==> config.mk <==
export PLATFORM = sky130hd
export DESIGN_NAME = fp_addsub_seq_ctrl
export DESIGN_NICKNAME = d
export VERILOG_FILES = /design/src/rtl/fp_addsub_seq_ctrl_pkg.sv /design/src/rtl/fp_addsub_seq_ctrl_rr_arb2.sv /design/src/rtl/fp_addsub_seq_ctrl.sv
export SDC_FILE = /design/constraint.sdc
export NUM_CORES = 1
export LEC_CHECK = 0
export CAP_MARGIN = 20
export CORE_MARGIN = 5
export CORE_UTILIZATION = 30
export CTS_BUF_LIST = sky130_fd_sc_hd__clkbuf_8
export DETAILED_ROUTE_END_ITERATION = 16
export GPL_ROUTABILITY_DRIVEN = 0
export GPL_TIMING_DRIVEN = 0
export SLEW_MARGIN = 30
export SYNTH_ARGS = -nofsm -noshare
export SYNTH_HDL_FRONTEND = slang
export SYNTH_SLANG_ARGS = --single-unit
==> constraint.sdc <==
create_clock -name clk -period 1.65 [get_ports clk]
set_input_delay 0.2475 -clock clk [delete_from_list [all_inputs] [get_ports clk]]
set_output_delay 0.2475 -clock clk [all_outputs]
set_load 0.05 [all_outputs]
==> src/rtl/fp_addsub_seq_ctrl_pkg.sv <==
// ---------------------------------------------------------------------------
// fp_addsub_seq_ctrl_pkg
// Shared definitions for the FP add/sub sequencer: FSM state encodings,
// operation codes, default normalisation limits and the result-sign
// resolution helper used when the ROUND step commits the sign register.
// No ports; imported by fp_addsub_seq_ctrl and fp_addsub_seq_ctrl_rr_arb2.
// ---------------------------------------------------------------------------
package fp_addsub_seq_ctrl_pkg;

   // Single-precision mantissa width bounds the number of normalisation
   // steps; the counter width must be able to hold NORM_MAX - 1.
   localparam int NORM_MAX_DEF = 24;
   localparam int CW_DEF       = 5;

   // Requested operation, before operand signs are folded in.
   typedef enum logic {
      OP_ADD = 1'b0,
      OP_SUB = 1'b1
   } op_t;

   // Sequencer states, one per datapath phase. Encodings are fixed so that
   // state values seen in debug dumps match the datapath documentation.
   typedef enum logic [2:0] {
      ST_IDLE  = 3'd0,
      ST_LOAD  = 3'd1,
      ST_ALIGN = 3'd2,
      ST_ADD   = 3'd3,
      ST_NORM  = 3'd4,
      ST_ROUND = 3'd5,
      ST_DONE  = 3'd6
   } state_t;

   // Result sign for a completed (non-exceptional) operation.
   // An effective add always keeps the sign of X. For an effective subtract
   // an exact zero is positive (round-to-nearest-even rule), otherwise the
   // larger magnitude decides: the exponent compare when exponents differ,
   // the mantissa difference sign when they are equal.
   function automatic logic resolve_sign(input logic eop,
                                         input logic res_zero,
                                         input logic zero_d,
                                         input logic cmp,
                                         input logic sign_d,
                                         input logic sx);
      logic sz;
      if (!eop) begin
         sz = sx;
      end else if (res_zero) begin
         sz = 1'b0;
      end else if (!zero_d) begin
         sz = cmp ? ~sx : sx;
      end else begin
         sz = sign_d ? ~sx : sx;
      end
      return sz;
   endfunction

endpackage

==> src/rtl/fp_addsub_seq_ctrl_rr_arb2.sv <==
// ---------------------------------------------------------------------------
// fp_addsub_seq_ctrl_rr_arb2
// Two-input round-robin arbiter. The grant is combinational from the
// request vector and a priority pointer; the pointer only moves when the
// grant is actually taken (adv), so a requester that is passed over keeps
// its turn until the sequencer is free to accept it.
// Ports:
//   clk    in   system clock, rising edge
//   rst_n  in   asynchronous active-low reset (pointer -> requester 0)
//   req    in   [1:0] request vector
//   adv    in   grant consumed this cycle
//   gnt    out  [1:0] one-hot grant (zero when no request)
// ---------------------------------------------------------------------------
module fp_addsub_seq_ctrl_rr_arb2
   import fp_addsub_seq_ctrl_pkg::*;
(
   input  logic       clk,
   input  logic       rst_n,
   input  logic [1:0] req,
   input  logic       adv,
   output logic [1:0] gnt
);

   logic ptr;

   // Grant selection: a lone requester always wins; on contention the
   // pointer names the requester that currently holds priority.
   always_comb begin
      gnt = 2'b00;
      case (req)
         2'b01:   gnt = 2'b01;
         2'b10:   gnt = 2'b10;
         2'b11:   gnt = ptr ? 2'b10 : 2'b01;
         default: gnt = 2'b00;
      endcase
   end

   // Priority pointer: after a grant is taken, priority passes to the
   // requester that was not served, so the last winner yields next time.
   always_ff @(posedge clk or negedge rst_n) begin
      if (!rst_n) begin
         ptr <= 1'b0;
      end else if (adv && (|gnt)) begin
         ptr <= gnt[0];
      end
   end

endmodule

==> src/rtl/fp_addsub_seq_ctrl.sv <==
// ---------------------------------------------------------------------------
// fp_addsub_seq_ctrl
// Multi-cycle sequencer and 2-way arbiter for the shared FP add/sub
// datapath. Accepts one request at a time, steps the datapath through
// LOAD/ALIGN/ADD/NORM/ROUND with one-hot registered enables, samples the
// datapath comparison flags, resolves the result sign and presents a tagged
// response that is held until the consumer accepts it.
// Ports:
//   clk, rst_n                 clock / asynchronous active-low reset
//   req_valid/op/sx/sy [1:0]   per-requester request, op and operand signs
//   req_ready [1:0]            one-cycle accept pulse to the granted requester
//   grant_id                   operand-mux select, valid LOAD..DONE
//   dp_ld_ops .. dp_rnd_en     one-hot datapath phase enables
//   dp_eop                     effective subtract, valid ALIGN..ROUND
//   dp_cmp/zero_d/exc          exponent compare flags, sampled in ALIGN
//   dp_sign_d/res_zero         mantissa result flags, sampled in ADD
//   dp_norm_done               normalisation finished, sampled in NORM
//   rsp_valid/ready/id/sz/exc  tagged response handshake
//   busy                       sequencer not idle
// ---------------------------------------------------------------------------
module fp_addsub_seq_ctrl
   import fp_addsub_seq_ctrl_pkg::*;
#(
   parameter int NORM_MAX = NORM_MAX_DEF,
   parameter int CW       = CW_DEF
) (
   input  logic       clk,
   input  logic       rst_n,
   input  logic [1:0] req_valid,
   input  logic [1:0] req_op,
   input  logic [1:0] req_sx,
   input  logic [1:0] req_sy,
   output logic [1:0] req_ready,
   output logic       grant_id,
   output logic       dp_ld_ops,
   output logic       dp_align_en,
   output logic       dp_add_en,
   output logic       dp_eop,
   output logic       dp_norm_en,
   output logic       dp_rnd_en,
   input  logic       dp_cmp,
   input  logic       dp_zero_d,
   input  logic       dp_exc,
   input  logic       dp_sign_d,
   input  logic       dp_res_zero,
   input  logic       dp_norm_done,
   output logic       rsp_valid,
   input  logic       rsp_ready,
   output logic       rsp_id,
   output logic       rsp_sz,
   output logic       rsp_exc,
   output logic       busy
);

   state_t        state;
   logic [1:0]    gnt;
   logic          gnt_idx;
   logic          accept;
   op_t           op_q;
   logic          sx_q;
   logic          sy_q;
   logic          cmp_q;
   logic          zero_d_q;
   logic          sign_d_q;
   logic          res_zero_q;
   logic [CW-1:0] norm_cnt;
   logic          norm_last;

   // A grant is only taken while idle; requests arriving during an
   // operation simply wait at the arbiter input.
   assign accept  = (state == ST_IDLE) && (|req_valid);
   assign gnt_idx = gnt[1];

   // The accept pulse must appear in the same cycle as the arbitration
   // decision, so it is decoded from the state register and the arbiter.
   // It is gated by reset so that no accept is signalled while held in reset.
   assign req_ready = (rst_n && (state == ST_IDLE)) ? gnt : 2'b00;

   assign busy      = (state != ST_IDLE);
   assign norm_last = (norm_cnt == CW'(NORM_MAX - 1));

   fp_addsub_seq_ctrl_rr_arb2 u_arb (
      .clk   (clk),
      .rst_n (rst_n),
      .req   (req_valid),
      .adv   (accept),
      .gnt   (gnt)
   );

   // Main sequencer. Every datapath enable is registered and set on the
   // transition into its phase, so exactly one enable is high for exactly
   // the cycles the FSM spends in that phase. Flag registers capture the
   // datapath status in the phase where it is meaningful, and the response
   // fields are committed before DONE so they are stable while rsp_valid
   // waits for the consumer.
   always_ff @(posedge clk or negedge rst_n) begin
      if (!rst_n) begin
         state       <= ST_IDLE;
         grant_id    <= 1'b0;
         dp_ld_ops   <= 1'b0;
         dp_align_en <= 1'b0;
         dp_add_en   <= 1'b0;
         dp_eop      <= 1'b0;
         dp_norm_en  <= 1'b0;
         dp_rnd_en   <= 1'b0;
         rsp_valid   <= 1'b0;
         rsp_id      <= 1'b0;
         rsp_sz      <= 1'b0;
         rsp_exc     <= 1'b0;
         op_q        <= OP_ADD;
         sx_q        <= 1'b0;
         sy_q        <= 1'b0;
         cmp_q       <= 1'b0;
         zero_d_q    <= 1'b0;
         sign_d_q    <= 1'b0;
         res_zero_q  <= 1'b0;
         norm_cnt    <= '0;
      end else begin
         case (state)
            ST_IDLE: begin
               if (accept) begin
                  op_q        <= op_t'(req_op[gnt_idx]);
                  sx_q        <= req_sx[gnt_idx];
                  sy_q        <= req_sy[gnt_idx];
                  grant_id    <= gnt_idx;
                  rsp_id      <= gnt_idx;
                  rsp_sz      <= 1'b0;
                  rsp_exc     <= 1'b0;
                  dp_ld_ops   <= 1'b1;
                  state       <= ST_LOAD;
               end
            end

            ST_LOAD: begin
               dp_ld_ops   <= 1'b0;
               dp_align_en <= 1'b1;
               dp_eop      <= sx_q ^ sy_q ^ (op_q == OP_SUB);
               state       <= ST_ALIGN;
            end

            ST_ALIGN: begin
               dp_align_en <= 1'b0;
               cmp_q       <= dp_cmp;
               zero_d_q    <= dp_zero_d;
               if (dp_exc) begin
                  dp_eop    <= 1'b0;
                  rsp_exc   <= 1'b1;
                  rsp_sz    <= sx_q;
                  rsp_valid <= 1'b1;
                  state     <= ST_DONE;
               end else begin
                  dp_add_en <= 1'b1;
                  state     <= ST_ADD;
               end
            end

            ST_ADD: begin
               dp_add_en  <= 1'b0;
               sign_d_q   <= dp_sign_d;
               res_zero_q <= dp_res_zero;
               norm_cnt   <= '0;
               dp_norm_en <= 1'b1;
               state      <= ST_NORM;
            end

            ST_NORM: begin
               if (dp_norm_done || norm_last) begin
                  dp_norm_en <= 1'b0;
                  dp_rnd_en  <= 1'b1;
                  rsp_exc    <= !dp_norm_done;
                  state      <= ST_ROUND;
               end else begin
                  norm_cnt <= norm_cnt + 1'b1;
               end
            end

            ST_ROUND: begin
               dp_rnd_en <= 1'b0;
               dp_eop    <= 1'b0;
               rsp_sz    <= resolve_sign(dp_eop, res_zero_q, zero_d_q,
                                         cmp_q, sign_d_q, sx_q);
               rsp_valid <= 1'b1;
               state     <= ST_DONE;
            end

            ST_DONE: begin
               if (rsp_ready) begin
                  rsp_valid <= 1'b0;
                  state     <= ST_IDLE;
               end
            end

            default: begin
               dp_ld_ops   <= 1'b0;
               dp_align_en <= 1'b0;
               dp_add_en   <= 1'b0;
               dp_eop      <= 1'b0;
               dp_norm_en  <= 1'b0;
               dp_rnd_en   <= 1'b0;
               rsp_valid   <= 1'b0;
               state       <= ST_IDLE;
            end
         endcase
      end
   end

endmodule
==> flow_summary.toml <==
[setup_path]
rr_startpoint = "state[0]"
path_delay_family = "simple AND/OR/NAND/NOR gates"
worstSetupStartpointType = "flop"
crit_path_max_incr_delay_ns = 0.41
end_kind = "primary output"
cp.arrival_ns = 1.43
crit_chain = "buf_6 -> nor3_4 -> and3_1 -> buf_6"
worst_ep_required_time_ns = 1.40
type_of_the_worst_setup_path = "reg -> out"
crit_path_frequent_cell = "sky130_fd_sc_hd__buf_6"
crit_start = "state[2]"
register_to_register_path_depth = 5
timing.critical_path.buf_inv = 2
regToRegSetupSlack_ns = 0
crit_fanout = 7
crit_slowest_cell = "sky130_fd_sc_hd__dfrtp_1"
crit-reg2reg-capture = "rsp_sz"

[global_route]
grt_pass1_wl_um = 5700
grt_overflow_total = 0
grt_start_max_net_pins = 27
grt_pass1_vias = 1209
initial_antenna_violation_count = 0
grt_usage_pct = 11.3

[place]
dp_cells = 220
place_worst_setup_slack_ns = -0.976
hpwlAfterDp_um = 2490
port_buffers = 30

[finish]
syn_to_final_growth_pct = 38.3
final-instance-count-excl-fill = 234
num_antenna_cells = 0
drive_above_1_share_pct = 19.8
largest_registers = "norm_cnt (5), state (3)"
numnets_final = 201
largest_reg_flops = 5
max_flop_register = "norm_cnt"

[die]
row_count = 24
starting_density_pct = 31.4
placeableCoreArea_um2 = 4410
floorplan.io_pins = 31
die_width_um = 78.0
die_y_um = 78.0
die_outline_area_um2 = 6090

[flow_run]
cap_viol_max_count = 0

[synthesis]
yosys_warnings = 0
yosys_register_bits = 26
syn_nets = 156
netlist_instances = 138
area_of_the_mapped_netlist_um2 = 1390
yosys.cell_types.count = 41
synth_seq_area_share_pct = 46.9
syn_area_per_cell_um2 = 10.1

[clock_tree]
path_clk_slew_ns = 0.09
cts_num_sinks = 26
maximum_root_to_sink_buffer_count = 2
worst_skew_pair.late_latency_ns = 0.27
htree_num_levels = 1
cts_root_buffer = "sky130_fd_sc_hd__clkbuf_8"
cts-buffers-inserted = 3
cts_tree = "done"

[drt]
routed_wirelength_um = 3500
route.vias.total = 1231
first_iter_violations = 26
routed_via_density = 5.26
number_of_iterations_in_the_first_detailed_routing_pass = 4
final_antenna_net_count = 0
drc = 0
wl_per_cell_um = 14.9

[outcome]
outcome = "complete, but fails checks"
violations = "setup timing"

[sta]
timing.hold.ws_ns = 0.509
timing.final.max_slew_violations = 0
totalNegativeSetupSlack_ns = -0.0336
final_hold_violation_count = 0
fin_skew_ns = 0.00473
slew_headroom_pct = 66.3
timing_worst_slew_pin_value_ns = 0.505
final_critical_path_share_of_the_clock_period_pct = 101
setup_violations = 2
post-route-min-period_ns = 1.67
unrepaired_setup_endpoints_after_global_routing = "yes"
final_critical_path_setup_slack_ns = -0.0230
max_clock_freq_mhz = 598

[worst_hold_path]
hold_path_class = "in -> async"

[power]
max-vdd-ir-drop_mv = 0.687
total_leakage_power_nw = 0.872
power_density_nw_per_um2 = 1950
-- cells in the mapped netlist, drive strengths merged --
cell	n	share of area (%)
mux2	5	4.1
dfrtp	26	47
o2111ai	1	0.63
o21ai	10	3.9
clkbuf	2	0.54
o211ai	2	1.1
and2b	1	0.54
o22a	1	0.63
nand4	1	0.45
mux2i	1	0.72
and3	3	1.4
and4	1	0.63
xor2	4	2.5
nor3	3	1.9
o2bb2ai	1	0.63
inv	8	2.2
nor2	2	0.54
nor2b	2	0.90
a22oi	1	0.54
a31oi	2	0.90
or2	1	0.45
nor4b	1	1.7
xnor2	2	1.3
a22o	2	1.3
ha	1	0.90
nand3	8	2.9
nand2b	2	0.90
nand2	11	3.0
o22ai	4	1.8
a21boi	4	2.2
o221a	1	0.81
nor3b	2	1.1
a21o	1	0.54
or4	1	0.54
a21oi	12	4.3
nand4b	2	1.3
buf	6	3.6
-- metrics by stage --
| step | cell area (um2) | total power, mW | util [%] |
|---|---|---|---|
| after global placement | 1750 | 3.18 | 39.7 |
| after floorplan | 1390 | 2.63 | - |
| final | 1920 | 3.74 | 43.5 |
| after global routing | 1920 | 4.00 | 43.5 |
| after detailed placement | 1750 | 3.25 | 39.6 |
| after CTS | 1860 | 3.64 | 42.0 |
-- cells by family (layout without fill, tap and decap cells) --
group / count (synthesis) / count (layout) / share of synthesized area [%]
buf+inv: 16 / 60 / 6.31
xor+xnor: 6 / 6 / 3.79
fa+ha+maj: 1 / 1 / 0.902
compound gates: 42 / 42 / 19.2
mux: 6 / 6 / 4.78
flops: 26 / 26 / 46.9
simple gates: 41 / 41 / 18.1
-- cell type report --
type	instances	area, um2
Multi-Input combinational cell	96	684
Sequential cell	26	651
Clock buffer	4	55.1
Fill cell	417	2490
Inverter	8	30.0
Buffer	8	63.8
Timing Repair Buffer	40	370
Tap cell	52	65.1
-- layout by cell type, fill, tap and decap left out, types with 4 or more instances in the layout --
cell type	count
sky130_fd_sc_hd__xor2_1	4
sky130_fd_sc_hd__dfrtp_1	26
sky130_fd_sc_hd__buf_6	4
sky130_fd_sc_hd__nand2_1	11
sky130_fd_sc_hd__dlygate4sd2_1	13
sky130_fd_sc_hd__a21oi_1	12
sky130_fd_sc_hd__buf_4	10
sky130_fd_sc_hd__nand3_1	8
sky130_fd_sc_hd__inv_1	8
sky130_fd_sc_hd__o21ai_0	9
sky130_fd_sc_hd__clkdlybuf4s50_1	13
sky130_fd_sc_hd__clkbuf_8	4
sky130_fd_sc_hd__mux2_2	5
sky130_fd_sc_hd__o22ai_1	4
-- tightest hold or removal path: cells and delay by family --
| family | cells | cell delay (ns) |
|---|---|---|
| buf+inv | 3 | 0.89 |
-- layer usage --
metal / wire, um / global-route usage, % / up-vias
met5: 0 / 0 / -
met4: 29 / 1.52 / 0
met3: 161 / 3.43 / 4
met2: 1730 / 19.0 / 27
met1: 1580 / 14.6 / 611
li1: - / - / 589
-- worst max-delay path by stage --
stage | end | slack (ns) | cells after the start
2_1_floorplan | rsp_sz | 0.14 | 5
6_report | req_ready[0] | -0.02 | 4
3_3_place_gp | req_ready[1] | -1.28 | 3
5_1_grt | req_ready[0] | -0.09 | 4
3_5_place_dp | req_ready[0] | -0.98 | 4
4_1_cts | req_ready[0] | -0.002 | 4
-- timing repair --
action	CTS	global route
gates resized for setup	39	4
hold buffers	2	0
endpoints found under the hold margin	26	0
setup endpoints to repair	14	6
pin swaps	2	2
buffers inserted	2	6
-- power breakdown --
group	internal, mW	switching (mW)	total [mW]
clock network	0.213	0.199	0.413
registers	0.917	0.205	1.12
logic	0.879	1.33	2.21
total	2.01	1.73	3.74
Power figures use the tool's default switching activity.
